File: config.mk
export PLATFORM = sky130hd
export DESIGN_NAME = axi4_lite_reg_slave
export DESIGN_NICKNAME = d
export VERILOG_FILES = /design/src/rtl/axi4_lite_defs.sv /design/src/rtl/axi4_lite_strb_merge.sv /design/src/rtl/axi4_lite_reg_slave.sv
export SDC_FILE = /design/constraint.sdc
export NUM_CORES = 1
export LEC_CHECK = 0
export BUFFER_PORTS_ARGS = -buffer_cell sky130_fd_sc_hd__buf_2
export CAP_MARGIN = 10
export CORE_ASPECT_RATIO = 2
export CORE_MARGIN = 4
export CORE_UTILIZATION = 45
export CTS_CLUSTER_SIZE = 12
export DETAILED_ROUTE_END_ITERATION = 16
export PLACE_DENSITY_LB_ADDON = 0.15
export SLEW_MARGIN = 20
export SYNTH_ARGS = -nofsm -noshare
export SYNTH_HDL_FRONTEND = slang
export SYNTH_SLANG_ARGS = --single-unit
export TNS_END_PERCENT = 10
File: constraint.sdc
create_clock -name iCLK -period 2.95 [get_ports iCLK]
set_input_delay 0.59 -clock iCLK [delete_from_list [all_inputs] [get_ports iCLK]]
set_output_delay 0.59 -clock iCLK [all_outputs]
set_load 0.05 [all_outputs]
File: src/rtl/axi4_lite_defs.sv
// -----------------------------------------------------------------------------
// axi4_lite_defs
// Shared AXI4-Lite definitions: bus widths, response codes and the state
// encodings used by the register slave's write and read channel FSMs.
// No ports (package).
// -----------------------------------------------------------------------------
package axi4_lite_defs;

    localparam int AXI_ADDR_W = 32;
    localparam int AXI_DATA_W = 32;
    localparam int AXI_STRB_W = 4;

    localparam logic [1:0] RESP_OKAY   = 2'b00;
    localparam logic [1:0] RESP_EXOKAY = 2'b01;
    localparam logic [1:0] RESP_SLVERR = 2'b10;
    localparam logic [1:0] RESP_DECERR = 2'b11;

    // Write channel: which half of the AW/W pair has been captured so far,
    // or waiting for the master to take the B response.
    typedef enum logic [1:0] {
        WR_IDLE    = 2'd0,
        WR_HAVE_AW = 2'd1,
        WR_HAVE_W  = 2'd2,
        WR_RESP    = 2'd3
    } wr_state_t;

    typedef enum logic {
        RD_IDLE = 1'b0,
        RD_RESP = 1'b1
    } rd_state_t;

endpackage

File: src/rtl/axi4_lite_strb_merge.sv
// -----------------------------------------------------------------------------
// axi4_lite_strb_merge
// Combinational byte-lane merge: each byte of the result comes from new_data
// when its strobe bit is set, otherwise from old_data.
// Ports:
//   old_data  in  32  current register contents
//   new_data  in  32  incoming write data
//   strb      in  4   byte-lane enables
//   merged    out 32  merged result
// -----------------------------------------------------------------------------
module axi4_lite_strb_merge
    import axi4_lite_defs::*;
(
    input  logic [AXI_DATA_W-1:0] old_data,
    input  logic [AXI_DATA_W-1:0] new_data,
    input  logic [AXI_STRB_W-1:0] strb,
    output logic [AXI_DATA_W-1:0] merged
);

    always_comb begin
        merged = old_data;
        for (int b = 0; b < AXI_STRB_W; b++) begin
            if (strb[b]) begin
                merged[8*b +: 8] = new_data[8*b +: 8];
            end
        end
    end

endmodule

File: src/rtl/axi4_lite_reg_slave.sv
// -----------------------------------------------------------------------------
// axi4_lite_reg_slave
// AXI4-Lite responder exposing NUM_REGS 32-bit registers. Registers
// 0..NUM_REGS-2 are read/write and appear on oREGS; the last register is
// read-only and returns iSTATUS. One write and one read may be outstanding.
// Ports:
//   iCLK, iRST          clock (rising edge), async active-low reset
//   s_AW*/s_W*/s_B*     AXI4-Lite write address, data and response channels
//   s_AR*/s_R*          AXI4-Lite read address and data channels
//   iSTATUS       in 32 value returned by the read-only register
//   oREGS         out   flattened R/W registers, reg i at [32*i+31:32*i],
//                       last slot tied to 0
// -----------------------------------------------------------------------------
module axi4_lite_reg_slave
    import axi4_lite_defs::*;
#(
    parameter int          NUM_REGS  = 8,
    parameter logic [31:0] BASE_ADDR = 32'h4000_0000,
    parameter int          IDX_W     = $clog2(NUM_REGS)
) (
    input  logic                     iCLK,
    input  logic                     iRST,
    input  logic                     s_AWVALID,
    output logic                     s_AWREADY,
    input  logic [AXI_ADDR_W-1:0]    s_AWADDR,
    input  logic [2:0]               s_AWPROT,
    input  logic                     s_WVALID,
    output logic                     s_WREADY,
    input  logic [AXI_DATA_W-1:0]    s_WDATA,
    input  logic [AXI_STRB_W-1:0]    s_WSTRB,
    output logic                     s_BVALID,
    input  logic                     s_BREADY,
    output logic [1:0]               s_BRESP,
    input  logic                     s_ARVALID,
    output logic                     s_ARREADY,
    input  logic [AXI_ADDR_W-1:0]    s_ARADDR,
    input  logic [2:0]               s_ARPROT,
    output logic                     s_RVALID,
    input  logic                     s_RREADY,
    output logic [AXI_DATA_W-1:0]    s_RDATA,
    output logic [1:0]               s_RRESP,
    input  logic [AXI_DATA_W-1:0]    iSTATUS,
    output logic [32*NUM_REGS-1:0]   oREGS
);

    localparam logic [AXI_ADDR_W-1:0] SPAN   = AXI_ADDR_W'(NUM_REGS * 4);
    localparam logic [IDX_W-1:0]      RO_IDX = IDX_W'(NUM_REGS - 1);

    logic                  enable;
    wr_state_t             wr_state, wr_next;
    rd_state_t             rd_state, rd_next;
    logic                  aw_full, w_full;
    logic                  aw_hs, w_hs, ar_hs, commit;

    logic [AXI_ADDR_W-1:0] aw_addr_q;
    logic [AXI_DATA_W-1:0] w_data_q;
    logic [AXI_STRB_W-1:0] w_strb_q;
    logic [AXI_DATA_W-1:0] regs [NUM_REGS];

    logic [AXI_ADDR_W-1:0] commit_addr, commit_off;
    logic [AXI_DATA_W-1:0] commit_data, merged;
    logic [AXI_STRB_W-1:0] commit_strb;
    logic [IDX_W-1:0]      commit_idx;
    logic                  commit_hit, commit_ok;

    logic [AXI_ADDR_W-1:0] rd_off;
    logic [IDX_W-1:0]      rd_idx;
    logic                  rd_hit;

    logic                  unused_ok;
    assign unused_ok = ^{s_AWPROT, s_ARPROT, commit_off[1:0], rd_off[1:0]};

    assign aw_hs = s_AWVALID & s_AWREADY;
    assign w_hs  = s_WVALID  & s_WREADY;
    assign ar_hs = s_ARVALID & s_ARREADY;

    // Whichever half of the write arrived earlier comes from its capture
    // register; the half arriving on the commit edge comes straight off the bus.
    assign commit_addr = aw_full ? aw_addr_q : s_AWADDR;
    assign commit_data = w_full  ? w_data_q  : s_WDATA;
    assign commit_strb = w_full  ? w_strb_q  : s_WSTRB;

    assign commit_off = commit_addr - BASE_ADDR;
    assign commit_hit = commit_off < SPAN;
    assign commit_idx = commit_off[IDX_W+1:2];
    assign commit_ok  = commit_hit && (commit_idx != RO_IDX);

    assign rd_off = s_ARADDR - BASE_ADDR;
    assign rd_hit = rd_off < SPAN;
    assign rd_idx = rd_off[IDX_W+1:2];

    axi4_lite_strb_merge u_merge (
        .old_data (regs[commit_idx]),
        .new_data (commit_data),
        .strb     (commit_strb),
        .merged   (merged)
    );

    // Readies stay low until the first edge after reset release.
    always_ff @(posedge iCLK or negedge iRST) begin
        if (!iRST) begin
            enable   <= 1'b0;
            wr_state <= WR_IDLE;
            rd_state <= RD_IDLE;
        end else begin
            enable   <= 1'b1;
            wr_state <= wr_next;
            rd_state <= rd_next;
        end
    end

    always_comb begin
        wr_next = wr_state;
        commit  = 1'b0;
        case (wr_state)
            WR_IDLE: begin
                if (aw_hs && w_hs) begin
                    commit  = 1'b1;
                    wr_next = WR_RESP;
                end else if (aw_hs) begin
                    wr_next = WR_HAVE_AW;
                end else if (w_hs) begin
                    wr_next = WR_HAVE_W;
                end
            end
            WR_HAVE_AW: begin
                if (w_hs) begin
                    commit  = 1'b1;
                    wr_next = WR_RESP;
                end
            end
            WR_HAVE_W: begin
                if (aw_hs) begin
                    commit  = 1'b1;
                    wr_next = WR_RESP;
                end
            end
            WR_RESP: begin
                if (s_BREADY) begin
                    wr_next = WR_IDLE;
                end
            end
            default: wr_next = WR_IDLE;
        endcase
    end

    always_comb begin
        rd_next = rd_state;
        case (rd_state)
            RD_IDLE: if (ar_hs)    rd_next = RD_RESP;
            RD_RESP: if (s_RREADY) rd_next = RD_IDLE;
            default: rd_next = RD_IDLE;
        endcase
    end

    always_comb begin
        aw_full   = (wr_state == WR_HAVE_AW);
        w_full    = (wr_state == WR_HAVE_W);
        s_BVALID  = (wr_state == WR_RESP);
        s_AWREADY = enable & ~aw_full & ~s_BVALID;
        s_WREADY  = enable & ~w_full  & ~s_BVALID;
        s_RVALID  = (rd_state == RD_RESP);
        s_ARREADY = enable & ~s_RVALID;
    end

    // Write capture, register array and B response code. The read-only slot
    // is never written, so it stays at zero and oREGS ties it off naturally.
    always_ff @(posedge iCLK or negedge iRST) begin
        if (!iRST) begin
            aw_addr_q <= '0;
            w_data_q  <= '0;
            w_strb_q  <= '0;
            s_BRESP   <= RESP_OKAY;
            for (int i = 0; i < NUM_REGS; i++) begin
                regs[i] <= '0;
            end
        end else begin
            if (aw_hs) aw_addr_q <= s_AWADDR;
            if (w_hs) begin
                w_data_q <= s_WDATA;
                w_strb_q <= s_WSTRB;
            end
            if (commit) begin
                s_BRESP <= commit_ok ? RESP_OKAY : RESP_SLVERR;
                if (commit_ok) regs[commit_idx] <= merged;
            end
        end
    end

    // Read data is sampled on the AR handshake edge, so a write committing on
    // the same edge is not yet visible.
    always_ff @(posedge iCLK or negedge iRST) begin
        if (!iRST) begin
            s_RDATA <= '0;
            s_RRESP <= RESP_OKAY;
        end else if (ar_hs) begin
            if (!rd_hit) begin
                s_RDATA <= '0;
                s_RRESP <= RESP_SLVERR;
            end else if (rd_idx == RO_IDX) begin
                s_RDATA <= iSTATUS;
                s_RRESP <= RESP_OKAY;
            end else begin
                s_RDATA <= regs[rd_idx];
                s_RRESP <= RESP_OKAY;
            end
        end
    end

    always_comb begin
        oREGS = '0;
        for (int i = 0; i < NUM_REGS - 1; i++) begin
            oREGS[32*i +: 32] = regs[i];
        end
    end

endmodule

# Word level (Yosys, flattened, before mapping)
# Index checks and enable logic that the tools add are counted.
classes:
  addsub: 2
  n_lt_le_gt_ge: 5
  eq_ne: 9
  mux: 34
  n_bitwise: 14
  reduce_logical: 6
op_table:
  columns: ["operator", "count"]
  rows:
  - ["two-way mux 32 bit", 9]
  - ["bitwise mux 256 bit", 1]
  - ["binary-select mux 32 bit (select 3 bit)", 2]
  - ["demux 32 bit (select 3 bit)", 1]
  - ["< comparator 32 x 6 -> 1 bit (second input constant)", 2]
  - ["subtractor 32 x 31 -> 32 bit (second input constant)", 2]
  - ["two-way mux 8 bit", 4]
  - ["two-way mux 2 bit", 8]
  - ["AND 1 bit", 8]
  - ["greater-or-equal comparator 4 bit (second input constant)", 2]
  - ["NOT 3 -> 4 bit", 2]
  - ["one-hot mux 2 bit (4 select lines)", 1]
  - ["!= test 2 x 1 -> 1 bit (second input constant)", 3]
  - ["two-way mux 1 bit", 5]
  - ["== test 2 bit (second input constant)", 2]
  - ["< comparator 4 x 1 -> 1 bit (second input constant)", 1]
  - ["two-way mux 4 bit", 1]
  - ["!= test 4 bit (second input constant)", 1]
  - ["NOT 1 bit", 4]
  - ["AND reduction 4 bit", 1]
  - ["== test 3 bit (second input constant)", 1]
  - ["logical AND 1 bit", 3]
  - ["!= test 3 bit (second input constant)", 1]
  - ["one-hot mux 1 bit (3 select lines)", 1]
  - ["other kinds (4)", 4]
word_totals:
  ff_bits: 364

# Logic depth before layout (Yosys ltp)
# Gate-level depths: netlist of the first run.
depth:
  depth_word: 9
  depth_mapped: 12
  depth_no_buf: 8

# Hierarchy
# From an unflattened synthesis of the first run, not the netlist that was laid out.
unflattened:
  hier_cells: 1647
  hier_area_um2: 20041.7
by_module_without_submodules:
  columns: ["module", "n_inst", "cells_each", "area_per_inst_um2", "seq_area_each_um2"]
  rows:
  - ["axi4_lite_reg_slave", 1, 1611, 19516.2, 9008.6]
  - ["axi4_lite_strb_merge", 1, 36, 525.5, 0.0]

# Least setup slack after synthesis of the first run
# No wires, ideal clock.
synth_timing:
  path_type: "register to register"
  startpoint: "register wr_state[1]"
  endpoint: "register aw_addr_q[10]"
  arrival_ps: 2958
  setup_slack_ps: -132
  stages_incl_launch_ff: 11
  n_path_buf: 5
  period_less_slack_ps: 3082
  path_cell_list: "dfrtp_1 inv_1 ha_1 buf_4 buf_2 buf_2 nor2_1 and2_1 clkbuf_1 clkbuf_1 mux2_2"
synth_between:
  elab_chain_cells: 5
  elab_cells_between_ends: 7
  classes_between: "eq/ne: 2; bitwise: 5"
synth_lines:
  columns: ["item", "line_no", "text"]
  rows:
  - ["start, declared", "axi4_lite_reg_slave.sv:50", "wr_state_t wr_state, wr_next;"]
  - ["start signal, assigned", "axi4_lite_reg_slave.sv:107", "wr_state <= wr_next;"]
  - ["== test 2 x 1 -> 1 bit", "axi4_lite_reg_slave.sv:157", "aw_full = (wr_state == WR_HAVE_AW);"]
  - ["NOT 1 bit", "axi4_lite_reg_slave.sv:160", "s_AWREADY = enable & ~aw_full & ~s_BVALID;"]
  - ["AND 1 bit", "axi4_lite_reg_slave.sv:160", null]
  - ["AND 1 bit *", "axi4_lite_reg_slave.sv:160", null]
  - ["net s_AWREADY", "axi4_lite_reg_slave.sv:24", "output logic s_AWREADY,"]
  - ["AND 1 bit *", "axi4_lite_reg_slave.sv:73", "assign aw_hs = s_AWVALID & s_AWREADY;"]
  - ["end signal, assigned", "axi4_lite_reg_slave.sv:178", "if (aw_hs) aw_addr_q <= s_AWADDR;"]
  - ["end, declared", "axi4_lite_reg_slave.sv:55", "logic [AXI_ADDR_W-1:0] aw_addr_q;"]
# Mark *: on every way through the listed nets, which the timed path passes. The rest lies on a longest branch.
# A chain may end at the register's enable or synchronous reset.

# Worst setup path after layout of the first run
layout_timing:
  startpoint: "register wr_state[1]"
  endpoint: "register regs, in the netlist oREGS[169]"
layout_between:
  elab_chain_cells: 9
  elab_cells_between_ends: 37
  classes_between: "add/sub: 1; order compare: 3; eq/ne: 4; mux: 14; bitwise: 10; reduce/logical: 5"
layout_lines:
  columns: ["item", "line_no", "text"]
  rows:
  - ["branches (longest 9 deep; another with subtractor 32 x 31 -> 32 bit)", null, null]
  - ["end signal, assigned by index", "axi4_lite_reg_slave.sv:185", "if (commit_ok) regs[commit_idx] <= merged;"]
  - ["end, declared", "axi4_lite_reg_slave.sv:58", "logic [AXI_DATA_W-1:0] regs [NUM_REGS];"]
# Several ways; the timed one is not identified. The select of a mux whose other input is x is not followed.

==> results of run 1 <==
==> cell type report <==
class / instances / area, um2
Tap cell: 545 / 681.9
Clock inverter: 4 / 30.03
Multi-Input combinational cell: 1117 / 8284
Inverter: 6 / 22.52
Clock buffer: 40 / 947.2
Sequential cell: 360 / 9009
Timing Repair Buffer: 507 / 3141
Antenna cell: 3 / 7.507
Fill cell: 3922 / 20580
==> synthesized netlist by cell type (6+ instances only) <==
library cell | count | area share
dfrtp_1 | 360 | 0.46
inv_1 | 6 | 0.0012
buf_1 | 12 | 0.0023
o211ai_1 | 15 | 0.0058
nor3_1 | 7 | 0.0018
o21ai_0 | 272 | 0.070
nand2_1 | 304 | 0.059
o31ai_1 | 7 | 0.0027
nand3_1 | 14 | 0.0036
buf_2 | 15 | 0.0039
nand4_2 | 7 | 0.0045
nor4_1 | 13 | 0.0042
a221oi_1 | 46 | 0.021
a32oi_1 | 7 | 0.0031
o22ai_1 | 9 | 0.0029
mux2_2 | 130 | 0.075
o221ai_1 | 9 | 0.0040
nand2b_1 | 7 | 0.0022
mux4_2 | 69 | 0.080
clkbuf_1 | 119 | 0.023
nor2_1 | 18 | 0.0035
buf_4 | 259 | 0.10
a22oi_1 | 28 | 0.011
a21oi_1 | 16 | 0.0041
mux2i_1 | 61 | 0.031
==> registers in the layout, summed over array words and instances, names as in the netlist <==
register and cells:
w_data_q 32, enable 1, wr_state 2, s_RRESP 1, aw_addr_q 30, oREGS 224, w_strb_q 4, s_RDATA 32
s_BRESP 1, s_RVALID 1, regs 32
==> stage by stage <==
step	hold WS [ps]	TNS [ps]	total power, mW
2_1_floorplan	294.4	0	8.666
3_3_place_gp	359.5	-4.051	10.77
3_5_place_dp	362.3	-195.9	10.89
4_1_cts	53.97	0	15.08
5_1_grt	66.04	0	15.70
6_report	23.90	0	15.08
==> routing by layer <==
layer	up-vias	track usage	wire length, um
met5	-	0	27
met4	4	0.1263	3269
met3	166	0.05412	5303
met2	719	0.5135	35680
met1	7504	0.3386	24750
li1	6651	-	-
==> cell families (layout without fill, tap and decap cells) <==
logic type	count (synthesis)	count (layout)	share of synthesized area
AO/OA/AOI/OAI	427	427	0.1327
adder cells (fa/ha/maj)	4	4	0.002568
buffers and inverters	411	557	0.1300
flip-flops	360	360	0.4622
multiplexers	260	260	0.1862
other	2	38	0.0003854
AND/OR/NAND/NOR	391	391	0.08590
==> power breakdown <==
part	internal (mW)	switching [mW]
registers	5.43	0.283
logic	1.98	3.21
clock network	2.27	1.92
total	9.67	5.41
==> critical path, stage by stage (launching register included) <==
cell and delay (ps):
dfrtp_1 380, inv_1 110, ha_2 270, buf_4 190
mux2_2 380, buf_4 220, mux2_2 290, a22oi_1 160
o221ai_1 150, o21ai_0 300, o21ai_0 230
==> path summary, 6_finish.rpt <==
check | to | start | depth (start not counted)
max in group asynchronous | s_RDATA[25] | iRST | 2
min | w_data_q[9] | iRST | 1
max reg2reg | oREGS[169] | wr_state[1] | 10
max | oREGS[169] | wr_state[1] | 10
min in group iCLK | s_RVALID | s_RREADY | 2
min reg2reg | regs[19] | regs[19] | 0
==> results.md, run 1 <==
- Placed cell count: 2535
- Max Slew Vio Count: 0
- Ys async rst share: 1.000
- Clock tree buffer depth: 3
- CTS root buffer: clkbuf_16
- Commonest cells after routing, fill and taps aside: buf_2 (394), dfrtp_1 (360), nand2_1 (301)
- Netlist cell types: 47
- Worst setup EP type: flip-flop
- Pin count of the biggest net entering global routing: 70
- Relative slew slack: 0.4916
- Routed length per placed instance: 26.74 um
- Clock sinks: 360
- Grt ovf: 0
- H-tree Lvls: 2
- Drc violations: 0
- Final Cell Area: 22120 um2
- Most common cell after layout, fill and taps aside: buf_2
- First-pass GRT wire length: 101.6 mm
- Pleak: 10.61 nW
- Main synth FF type: dfrtp_1
- Mapped Avg Cell Area: 10.51 um2
- Overall global routing resource usage: 0.2891
- Initial core utilization: 0.4563
- Syn-to-layout area delta: 13.51%
- Dpl cell area: 21100 um2
- Final worst path period need: 2841 ps
- IO Port Bufs: 397
- Clock skew: 14.00 ps
- YS warnings: 0
- Status: finished clean
- Die Width: 155.2 um
- I/O pins: 442
- CTS clk-pin slew, worst paths: 60 ps
- Worst setup SP type: flip-flop
- Row count: 107
- Final worst slack: 109.0 ps
- Post-Route WL: 69.03 mm
- Post-Syn Instances: 1855
- CP required: 3330 ps
- Total CTS buffers: 36
- Hold/Removal Path Class: in2async
- Layout Nets: 2177
- CP arrival: 3220 ps
- Initial antenna violation count: 4
- Unrepaired setup endpoints after global routing: false
- DRT Pass-1 Iters: 5
- Max-Cap Viols: 0
- Setup WS pre-CTS: -43.16 ps
- Vias in the first global route: 15730
- Synthesized area: 19490 um2
- Post-cts resize count: 1
- Power Density: 681.8 nW/um2
- FF+latch count, synth: 360
- Core Region: 42710 um2
- CTS tree: yes
- Die area: 46900 um2
- Period utilisation layout: 0.9631
- Clock latency on the worst-skew pair: 530 ps
- Final GP Congestion: 0.9203
- Routed vias: 15040
- 1st-iter DRT viols: 880
- Sequential area share after synthesis: 0.4622
- Share of layout cells above drive strength 1: 0.3835
- Post-route ant nets: 0
- Via density: 5.826
- Max Clk Rate: 352.0 MHz
- Post-synth EDFFs: 0
- Crit Path Class: reg2reg
- Worst-path fanout max: 10
- Hold buffer count at CTS: 0
- Measured slew at the worst slew-check pin: 757.5 ps
- Number of cells in the finished layout apart from fillers: 2582
- Final setup vio count: 0
- Peak VDD IR: 0.4953 mV
- Worst R2R Setup Slack: 110 ps
- Dpl hpwl: 50.61 mm
- Fin util: 0.5180
- Postcts setup bufs: 0
- Hold Vio Cnt, Final: 0
- Chip height: 302.3 um
(Power assumes the default switching activity.)
==> run 2: changes to the inputs <==
--- a/config.mk
+++ b/config.mk
@@ -5,6 +5,7 @@
 export SDC_FILE = /design/constraint.sdc
 export NUM_CORES = 1
 export LEC_CHECK = 0
+export ABC_AREA = 1
 export BUFFER_PORTS_ARGS = -buffer_cell sky130_fd_sc_hd__buf_2
 export CAP_MARGIN = 10
 export CORE_ASPECT_RATIO = 2
==> run 2 against run 1 <==
  * Sequential cell count unchanged
  * Sequential share of layout area down 2.6 points
  * Routed wire length up 18%
  * Sequential power down 2%
  * Utilization down 2.0 points
  * Die area up 10%
  * First-iteration DRC count up 140%
  * Cell count up 53%
  * Register-to-register slack better by 80 ps
  * Power down 3.0%
  * Largest power group unchanged
  * Highest routed layer is now met4
==> results.md, run 2 <==
- Netlist cell types: 30 (was 47)
- Postcts setup bufs: 0 (unchanged)
- Max-Cap Viols: 0 (unchanged)
- CTS tree: yes (unchanged)
- Row count: 113 (was 107)
- Via density: 5.345 (was 5.826)
- IO Port Bufs: 397 (unchanged)
- Hold Vio Cnt, Final: 0 (unchanged)
- Top delay family on crit path: buffers and inverters (was compound AO/OA/AOI/OAI gates)
- Clock sinks: 360 (unchanged)
- Most used cell, CP: buf_4
- Worst setup SP type: flip-flop (unchanged)
- Synthesized area: 21510 um2 (was 19490 um2)
- CP arrival: 3170 ps (was 3220 ps)
- Crit Path Class: reg2reg (unchanged)
- Post-synth EDFFs: 0 (unchanged)
- Worst setup EP type: flip-flop (unchanged)
- YS warnings: 0 (unchanged)
- Dpl hpwl: 54.51 mm (was 50.61 mm)
- Multi-input logic area: 9615 um2 (was 8284 um2)
- Status: finished clean (unchanged)
- Tot Pwr: 14.62 mW (was 15.08 mW)
- I/O pins: 442 (unchanged)
- Initial antenna violation count: 1 (was 4)
- Final worst path period need: 2761 ps (was 2841 ps)
- Period utilisation layout: 0.9358 (was 0.9631)
- Syn-to-layout area delta: 9.743% (was 13.51%)
- First-pass GRT wire length: 122.1 mm (was 101.6 mm)
- Final setup vio count: 0 (unchanged)
- Largest register FFs: 224 (unchanged)
- 1st-iter DRT viols: 2127 (was 880)
- Chip height: 317.2 um (was 302.3 um)
- Largest stage delay on the critical path: 400 ps (was 380 ps)
- Final GP Congestion: 0.8896 (was 0.9203)
- DRT Pass-1 Iters: 6 (was 5)
- CP required: 3360 ps (was 3330 ps)
- Peak VDD IR: 0.6279 mV (was 0.4953 mV)
- Worst R2R Path Depth: 13 (was 10)
- Synth area leaders: dfrtp_1 (42%), nand2_1 (30%), buf_4 (9.8%) (was dfrtp_1 (46%), buf_4 (10%), mux4_2 (8.0%))
- Die area: 51580 um2 (was 46900 um2)
- Final Cell Area: 23610 um2 (was 22120 um2)
- Slowest CP cell: dfrtp_1 (unchanged)
- Routed vias: 21050 (was 15040)
- Post-Route WL: 81.18 mm (was 69.03 mm)
- Sequential area share after synthesis: 0.4188 (was 0.4622)
- Post-synth top cells: nand2_1 (1727), dfrtp_1 (360), buf_4 (282), o21ai_0 (204), nor2_1 (165) (was dfrtp_1 (360), nand2_1 (304), o21ai_0 (272), buf_4 (259), mux2_2 (130))
- Mapped Avg Cell Area: 6.701 um2 (was 10.51 um2)
- FF-to-FF Start: wr_state[1] (unchanged)
- Power Density: 619.4 nW/um2 (was 681.8 nW/um2)
- Crit path cell chain: inv_1 -> ha_1 -> inv_2 -> buf_4 -> nand3_2 -> nor2_2 -> nor2_1 -> o21ai_2 -> buf_4 -> nand3_2 -> buf_4 -> nand2_1 -> nand2_1 (was inv_1 -> ha_2 -> buf_4 -> mux2_2 -> buf_4 -> mux2_2 -> a22oi_1 -> o221ai_1 -> o21ai_0 -> o21ai_0)
- Post-Syn Instances: 3210 (was 1855)
- Capturing point of the worst reg2reg path: oREGS[73] (was oREGS[169])
- Drc violations: 0 (unchanged)
- Synth top area share: 0.4188 (was 0.4622)
- Clock latency on the worst-skew pair: 530 ps (about the same)
- Layout Nets: 3439 (was 2177)
- Unrepaired setup endpoints after global routing: true (was false)
- Max Clk Rate: 362.2 MHz (was 352.0 MHz)
- H-tree Lvls: 2 (unchanged)
- Reg area: 9009 um2 (unchanged)
- Post-route ant nets: 0 (unchanged)
- Routed length per placed instance: 20.62 um (was 26.74 um)
- FF+latch count, synth: 360 (unchanged)
- Pin count of the biggest net entering global routing: 128 (was 70)
- Worst R2R Setup Slack: 190 ps (was 110 ps)
- Core Region: 47360 um2 (was 42710 um2)
- Total CTS buffers: 37 (was 36)
- Number of fill cells: 4821 (was 3922)
- Hold buffer count at CTS: 0 (unchanged)
- CTS root buffer: clkbuf_16 (unchanged)
- Fin util: 0.4984 (was 0.5180)
- Top cell type by total area after synthesis: dfrtp_1 (unchanged)
- Hold/Removal Path Class: in2async (unchanged)
- CTS clk-pin slew, worst paths: 60 ps (about the same)
- Top-count cell post-synth: nand2_1 (was dfrtp_1)
- Worst-path fanout max: 24 (was 10)
- Dpl cell area: 22530 um2 (was 21100 um2)
- Measured slew at the worst slew-check pin: 978.5 ps (was 757.5 ps)
- Pleak: 14.04 nW (was 10.61 nW)
- Max Slew Vio Count: 0 (unchanged)
- Main synth FF type: dfrtp_1 (unchanged)
- Relative slew slack: 0.3467 (was 0.4916)
- Ys async rst share: 1.000 (unchanged)
- Clock skew: 13.63 ps (was 14.00 ps)
- Commonest cells after routing, fill and taps aside: nand2_1 (1722), buf_2 (395), dfrtp_1 (360) (was buf_2 (394), dfrtp_1 (360), nand2_1 (301))
- Overall global routing resource usage: 0.3071 (was 0.2891)
- Grt ovf: 0 (unchanged)
- Die Width: 162.6 um (was 155.2 um)
- Most common cell after layout, fill and taps aside: nand2_1 (was buf_2)
- Share of layout cells above drive strength 1: 0.1677 (was 0.3835)
- Vias in the first global route: 20480 (was 15730)
- Initial core utilization: 0.4542 (was 0.4563)
- Buf/Inv on CP: 5 (was 3)
- Clock tree buffer depth: 3 (unchanged)
==> run 2: how the worst max path moves through the flow <==
| stage | slack (ps) | depth (start not counted) | endpoint | from |
|---|---|---|---|---|
| CTS | 20 | 15 | oREGS[221] | wr_state[1] |
| global placement | 90 | 15 | oREGS[184] | wr_state[1] |
| detailed placement | 20 | 15 | oREGS[184] | wr_state[1] |
| finish | 190 | 13 | oREGS[73] | wr_state[1] |
| global route | -10 | 16 | oREGS[219] | wr_state[1] |
| floorplan | 50 | 11 | oREGS[0] | wr_state[0] |
==> run 2: area by class of cell <==
| cell class | instances | share of cell area |
|---|---|---|
| clock buffer | 52 | 0.04415 |
| multi-input combinational | 2347 | 0.4073 |
| inverter | 69 | 0.01118 |
| sequential | 360 | 0.3816 |
| timing repair buffer | 475 | 0.1218 |
| clock inverter | 1 | 0.0002120 |
| tap | 632 | 0.03350 |
| antenna | 2 | 0.0002120 |
==> run 2: kinds of logic (layout without fill, tap and decap cells) <==
family / count (synthesis) / count (layout) / share of synthesized area
fa+ha+maj: 4 / 4 / 0.002327
simple gates: 2031 / 2031 / 0.3659
other cells: 2 / 37 / 0.0003491
flops: 360 / 360 / 0.4188
buf+inv: 536 / 597 / 0.1439
compound gates: 277 / 277 / 0.06870
==> run 2: stage by stage <==
step | std cells | setup slack (ps) | setup TNS [ps] | hold slack, ps
global placement | 3883 | 87.34 | 0 | 365.1
global route | 3936 | -12.58 | -15.11 | 119.1
floorplan | 3243 | 48.39 | 0 | 294.4
finish | 3938 | 189.4 | 0 | 63.39
CTS | 3936 | 24.58 | 0 | 93.03
detailed placement | 3883 | 17.75 | 0 | 365.6
==> run 2: where the power goes <==
group	internal (mW)	switching, mW	total [mW]
clock	2.43	1.98	4.41
combinational	1.06	3.53	4.59
sequential	5.38	0.239	5.62
total	8.87	5.76	14.6
==> run 2: timing repair <==
item | in CTS | in global routing
setup endpoints to repair | 3 | 33
cloned | 0 | 0
gates resized for setup | 1 | 5
==> run 2: metal layers <==
layer / global-route usage / vias up / routed length, um
met5: 0 / - / 0
met4: 0.1568 / 0 / 4984
met3: 0.06134 / 264 / 7367
met2: 0.5250 / 1177 / 38960
met1: 0.3661 / 9833 / 29870
li1: - / 9774 / -
